--- src/rtl/pipelined_adder.sv ---
// rtl/pipelined_adder.sv - valid/ready pipelined adder, one WIDTH/STAGES-bit chunk per stage
// Optional signed-overflow output ovf is built when PIPELINED_ADDER_OVF_EN is defined.
module pipelined_adder #(
    parameter int WIDTH  = 8,
    parameter int STAGES = 2
) (
    input  logic             clk,
    input  logic             rst_n,
    input  logic             in_valid,
    output logic             in_ready,
    input  logic [WIDTH-1:0] a,
    input  logic [WIDTH-1:0] b,
    input  logic             cin,
    output logic             out_valid,
    input  logic             out_ready,
    output logic [WIDTH-1:0] sum,
    output logic             cout
`ifdef PIPELINED_ADDER_OVF_EN
    ,output logic            ovf
`endif
);

    localparam int CW = WIDTH / STAGES;

    logic              rdy_en;
    logic              vld [STAGES];
    logic [STAGES-1:0] vld_v;
    logic [STAGES-1:0] load;
    logic              acc;

    // up_*[k] is the transaction presented to stage k: operands, partial sum, carry in
    logic [WIDTH-1:0]  up_a [STAGES];
    logic [WIDTH-1:0]  up_b [STAGES];
    logic [WIDTH-1:0]  up_s [STAGES];
    logic              up_c [STAGES];

    // Keeps in_ready low during reset and until the first edge after release
    always_ff @(posedge clk or negedge rst_n) begin
        if (!rst_n) begin
            rdy_en <= 1'b0;
        end else begin
            rdy_en <= 1'b1;
        end
    end

    always_comb begin
        vld_v = '0;
        for (int k = 0; k < STAGES; k++) begin
            vld_v[k] = vld[k];
        end
    end

    assign in_ready  = rdy_en && load[0];
    assign acc       = in_valid && in_ready;
    assign out_valid = vld[STAGES-1];

    assign up_a[0] = a;
    assign up_b[0] = b;
    assign up_s[0] = '0;
    assign up_c[0] = cin;

    for (genvar k = 0; k < STAGES; k++) begin : g_stage
        logic [CW:0]      t;
        logic [WIDTH-1:0] s_n;
        logic             src_v;

        // A stage can load unless it and every stage after it are full and the output stalls
        assign load[k] = !(&vld_v[STAGES-1:k]) || out_ready;

        assign t = {1'b0, up_a[k][k*CW +: CW]} + {1'b0, up_b[k][k*CW +: CW]}
                 + {{CW{1'b0}}, up_c[k]};

        always_comb begin
            s_n              = up_s[k];
            s_n[k*CW +: CW]  = t[CW-1:0];
        end

        if (k == 0) begin : g_src_in
            assign src_v = acc;
        end else begin : g_src_prev
            assign src_v = vld[k-1];
        end

        always_ff @(posedge clk or negedge rst_n) begin
            if (!rst_n) begin
                vld[k] <= 1'b0;
            end else if (load[k]) begin
                vld[k] <= src_v;
            end
        end

        if (k < STAGES-1) begin : g_mid
            always_ff @(posedge clk or negedge rst_n) begin
                if (!rst_n) begin
                    up_a[k+1] <= '0;
                    up_b[k+1] <= '0;
                    up_s[k+1] <= '0;
                    up_c[k+1] <= 1'b0;
                end else if (load[k] && src_v) begin
                    up_a[k+1] <= up_a[k];
                    up_b[k+1] <= up_b[k];
                    up_s[k+1] <= s_n;
                    up_c[k+1] <= t[CW];
                end
            end
        end else begin : g_last
            always_ff @(posedge clk or negedge rst_n) begin
                if (!rst_n) begin
                    sum  <= '0;
                    cout <= 1'b0;
`ifdef PIPELINED_ADDER_OVF_EN
                    ovf  <= 1'b0;
`endif
                end else if (load[k] && src_v) begin
                    sum  <= s_n;
                    cout <= t[CW];
`ifdef PIPELINED_ADDER_OVF_EN
                    ovf  <= (up_a[k][WIDTH-1] == up_b[k][WIDTH-1])
                         && (s_n[WIDTH-1] != up_a[k][WIDTH-1]);
`endif
                end
            end
        end
    end

endmodule

--- config.mk ---
export PLATFORM = sky130hd
export DESIGN_NAME = pipelined_adder
export DESIGN_NICKNAME = d
export VERILOG_FILES = /design/src/rtl/pipelined_adder.sv
export SDC_FILE = /design/constraint.sdc
export NUM_CORES = 1
export LEC_CHECK = 0
export CELL_PAD_IN_SITES_DETAIL_PLACEMENT = 2
export CELL_PAD_IN_SITES_GLOBAL_PLACEMENT = 2
export CORE_MARGIN = 4
export CORE_UTILIZATION = 40
export DETAILED_ROUTE_END_ITERATION = 6
export DONT_BUFFER_PORTS = 1
export PLACE_DENSITY_LB_ADDON = 0.1
export SYNTH_ARGS = -nofsm -noshare
export SYNTH_HDL_FRONTEND = slang
export SYNTH_SLANG_ARGS = --single-unit
--- constraint.sdc ---
create_clock -name clk -period 1.6 [get_ports clk]
set_input_delay 0.24 -clock clk [delete_from_list [all_inputs] [get_ports clk]]
set_output_delay 0.24 -clock clk [all_outputs]
set_load 0.01 [all_outputs]
# ---- Word level (Yosys, flattened, before mapping)
# Index checks and enable logic that the tools add are counted.
dict set report totals {
  output_inout_bits 11
  ff_bits 33
  latch_bits 0
  ramBits 0
  mem_count 0
  mem_bits_ro 0
  elab_cells 22
  in_bits 21
}
dict set report op_classes {
  n_reduce_logical 9
  mul 0
  n_lt_le_gt_ge 0
  n_eq_ne 0
  addsub 4
  div_mod_pow 0
  shift 0
  n_mux 0
  bitwise 0
}
# operator count
set op_table {}
lappend op_table {{adder 4 x 4 -> 5 bit} 2}
lappend op_table {{adder 5 x 1 -> 5 bit} 2}
lappend op_table {{logical AND 1 bit} 4}
lappend op_table {{zero test 1 bit} 2}
lappend op_table {{logical OR 1 bit} 2}
lappend op_table {{AND reduction 2 bit} 1}

# ---- Logic depth before layout (Yosys ltp)
# Gate-level depths: netlist of the first run.
dict set report logic_depth {
  ltp_word 6
  ltp_mapped 6
  depth_no_buf 6
}

# ---- Worst setup path before layout of the first run
# No wires, ideal clock.
dict set report synth_path {
  path_type {register to register}
  startpoint {reg up_a[4] in the netlist's numbering}
  endpoint {reg cout}
  required_ps 1460
  path_stages_with_launch 7
  setup_ps 140
  setup_slack_ps 108
  period_less_slack_ps 1492
  arrival_time_ps 1351
  n_path_buf 0
  path_cell_list {dfrtp_1 fa_1 inv_1 fa_1 nor2b_1 o21ai_0 a41oi_1}
}
dict set report synth_between {
  elab_chain_len 2
}
# element line_no
set synth_lines {}
lappend synth_lines {{start: declaration} 32} ;# logic [WIDTH-1:0] up_a [STAGES];
lappend synth_lines {{start signal: indexed assignment} 100} ;# up_a[k+1] <= up_a[k];
lappend synth_lines {{adder 4 x 4 -> 5 bit} 70} ;# assign t = {1'b0, up_a[k][k*CW +: CW]} + {1'b0, up_b[k][k*CW +: CW]}
lappend synth_lines {{adder 5 x 1 -> 5 bit} 71} ;# + {{CW{1'b0}}, up_c[k]};
lappend synth_lines {{end signal: assignment} 116} ;# cout <= t[CW];
lappend synth_lines {{end: declaration} 17} ;# output logic cout
# No other way between the ends.
# A chain may end at the register's enable or synchronous reset.

# ---- Worst setup path after layout of the first run
dict set report layout_path {
  startpoint {reg up_a[4] in the netlist's numbering}
  endpoint {reg sum[6]}
}
dict set report layout_between {
  elab_chain_len 2
}
# element line_no
set layout_lines {}
lappend layout_lines {{adder 4 x 4 -> 5 bit} 70}
lappend layout_lines {{adder 5 x 1 -> 5 bit} 71}
lappend layout_lines {{end signal: assignment} 115} ;# sum <= s_n;
lappend layout_lines {{end: declaration} 16} ;# output logic [WIDTH-1:0] sum,
# No other way between the ends.

==> results of run 1 <==
-- logic make-up after synthesis --
group                      count (synthesis)
DFF                                       25
xor gates and xnor gates                   2
muxes                                     16
AOI/OAI and AO/OA                         16
and+or+nand+nor                           17
buffers and inverters                     11
adders and majority gates                 10
other                                      1
-- through the flow --
stage	cell area, um^2	setup TNS (ns)	utilization (%)	instances	worst slack (ns)
finish	1413	0	46.27	152	0.03947
global route	1413	-0.08147	46.27	152	-0.02835
CTS	1404	0	45.98	151	0.02598
detailed placement	1335	-0.1068	43.73	144	-0.08879
global placement	1335	0	43.73	144	0.01920
floorplan	1269	0	-	98	0.1084
-- what timing repair did --
item                                   4_1_cts  5_1_grt
pin swaps                                    0        3
endpoints found under the hold margin       25        0
hold buffers                                 2        0
gates cloned                                 0        0
buffers inserted                             1        1
resized for setup                            3        2
setup endpoints to repair                    3        4
-- metal layers --
metal | GRT usage [%] | wire, um | vias up
li1 | - | - | 354
met1 | 16.83 | 1132 | 378
met2 | 24.36 | 1290 | 19
met3 | 5.272 | 146 | 4
met4 | 3.958 | 29 | 0
met5 | 0 | 0 | -
-- flip-flops by register name, summed over array words and instances (netlist names) --
register       count
sum                8
g_stage.s_n        4
up_a               4
up_b               4
cout               1
g_stage.src_v      1
out_valid          1
rdy_en             1
up_c               1
-- power by group through the flow --
stage                     Clock, uW  Combinational (uW)  Sequential, uW
final                           283                 481             982
after global routing            337                 542            1010
after CTS                       295                 484             989
after detailed placement          0                 445            1000
after global placement            0                 413             993
after floorplan                   0                 356             956
-- layout make-up --
type	count	share of cell area, %
Multi-Input combinational cell	62	42.43
Sequential cell	25	44.38
Tap cell	44	3.897
Inverter	10	2.657
Timing Repair Buffer	7	4.783
Clock buffer	4	1.860
-- layout by cell type, fill, tap and decap left out, types with 2 or more instances in the layout --
cell      count
a21bo_2       2
a21oi_1       3
buf_4         5
clkbuf_4      3
dfrtp_1      24
fa_1          2
fa_2          2
ha_1          6
inv_1         9
mux2_2        7
mux2_4        7
mux2i_1       2
nand2_1       3
nand2b_1      2
nand3_1       3
nor2b_1       2
o21ai_0       3
o31ai_1       2
xnor2_1       2
-- worst max-delay path by stage --
stage,slack (ns),to,from
floorplan,0.11,cout$_DFFE_PN0P_,up_a[4]$_DFFE_PN0P_
global placement,0.02,cout$_DFFE_PN0P_,up_a[4]$_DFFE_PN0P_
detailed placement,-0.09,cout$_DFFE_PN0P_,up_a[4]$_DFFE_PN0P_
CTS,0.03,sum[6]$_DFFE_PN0P_,up_a[4]$_DFFE_PN0P_
global route,-0.03,sum[6]$_DFFE_PN0P_,up_a[4]$_DFFE_PN0P_
finish,0.04,sum[6]$_DFFE_PN0P_,up_a[4]$_DFFE_PN0P_
-- worst max-delay path: stages (launching register included) --
cell and delay (ns):
dfrtp_1 0.41, fa_2 0.24, inv_2 0.05, fa_2 0.37
xnor2_1 0.13, mux2_2 0.26
==> impl_results.md, run 1 <==
- Mapped Area: 1269 um^2
- First-pass GRT wire length: approximately 4500 um
- Multi-input logic area: approximately 600 um^2
- Post-synth top cells: 25 x dfrtp_1, 10 x inv_1, 7 x mux2_2, 7 x mux2_4, 6 x ha_1
- Outcome: complete, no violations
- Mapped Nets: 129
- WHS: 0.05579 ns
- Sw power: 561.6 uW
- Main synth FF type: dfrtp_1
- Final Skew: 0.002647 ns
- Max-slew violations: 0
- Total of max-cap violations: 0
- # nets final: 140
- Share of post-route cells with drive strength above 1: 29.63%
- Clock network fraction of total power: 16.2%
- Maximum root-to-sink buffer count: 2
- Endpoints failing setup: 0
- Via/cell ratio: slightly below 5
- Seq/Total Area, Yosys: between 40 and 50%
- Number of flops mapped to enable cells by yosys: 0
- # H-tree levels: 1
- Tmin final: 1.561 ns
- Ys async rst share: 100.0%
- Final period util: 97.53%
- Synth Instances: 98
- Crit Path Max Fanout: 2
- R2r endpoint: sum[6]$_DFFE_PN0P_
- Compound-Gate Fraction of Synth Area: under 10%
- Hold Path End: up_b[5]$_DFFE_PN0P_
- Gpl congestion: 0.7237
- Die width: 64.32 um
- Clock transition at path regs: 0.13 ns
- Largest net degree at the start of global routing: 26
- Syn. warnings: 0
- CTS tree: yes
- Port Buf Inserts: 0
- Synth top area cells: dfrtp_1 49%, mux2_4 8.3%, fa_1 6.3%
- Clock Latency Late Sink: between 0.3 and 0.4 ns
- R2r startpoint: up_a[4]$_DFFE_PN0P_
- Worst vdd ir: 406.8 uV
- Gr ovfl total: 0
- Yosys top cell by area: dfrtp_1
- Core area: 3053 um^2
- Die Y: around 64 um
- Yosys top cell area share: 49.31%
- Fmax achieved: 640.8 MHz
- Switching power share of the total: between 30% and 40%
- CTS sink cnt: 25
- Post-DP HPWL: 2024 um
- Simple-Gate Fraction of Synth Area: 8.185%
- Count of different cell masters after synthesis: 30
- Worst R2R Path Depth: 5
- Post-Synth Adder-Cell Area: 12.23%
- Vias: around 760
- HP Start: b[5]
- Root buffer cell: clkbuf_4
- Hold path cells: 2
- Area Growth Syn to Fin: 11.34%
- Comb power frac: approximately 28%
- Critical path class: flop to flop
- Fillers: 322
- CP Data Required Time: 1.82 ns
- Site Rows: 20
- Leakage power: around 0.00065 uW
- Drt pass-1 iters: 2
- Critical Path AT: 1.78 ns
- DIE AREA: 4137 um^2
- Top Ports: 32
- Flip-flop and latch area: 626.9 um^2
- Overall power consumption: ~1700 uW
- Worst Setup Start Kind: flop
- Mux cell area share after synthesis: 16.07%
- RSZ-0062 raised after global routing: true
- Worst R2R Setup Slack: around 0.04 ns
- Xor-xnor portion of the synthesized cell area: 1.381%
- Flip-flop and latch count after synthesis: 25
- Crit end category: flop
- Sequential power share: 56.3%
- WL per Instance: 17.09 um
- Hold Crit Class: input pin to flop
- Initial Utilization: 41.56%
- CTS Buf Count: 3
- PD cells: between 1000 and 1500 nW/um^2
- Most frequent cell after synthesis: dfrtp_1
- Mean Syn Cell Area: approximately 13 um^2
- Initial DRC Count: 14
- Overall Global Routing Usage: 14.30%
- ANT nets after route: 0
- Final WL: approximately 2600 um
- Vias in the first global route: 928
- Final Hold Viols: 0
- Initial antenna violation count: 0
- Pint: 1184 uW
- Largest family of logic cells by synthesized area: multiplexers
- Drc violations: 0
- # diodes: 0
Note: power is estimated with default switching activity, not from simulation.
==> run 2, diff against run 1 <==
SKIP_LAST_GASP = 1   (was default)
==> results of run 2 <==
No change in the layout: final DEF, timing and power equal those of run 1.
==> run 3, diff against run 2 <==
SLEW_MARGIN = 0   (was default)
==> results of run 3 <==
No change in the layout: final DEF, timing and power equal those of run 1.
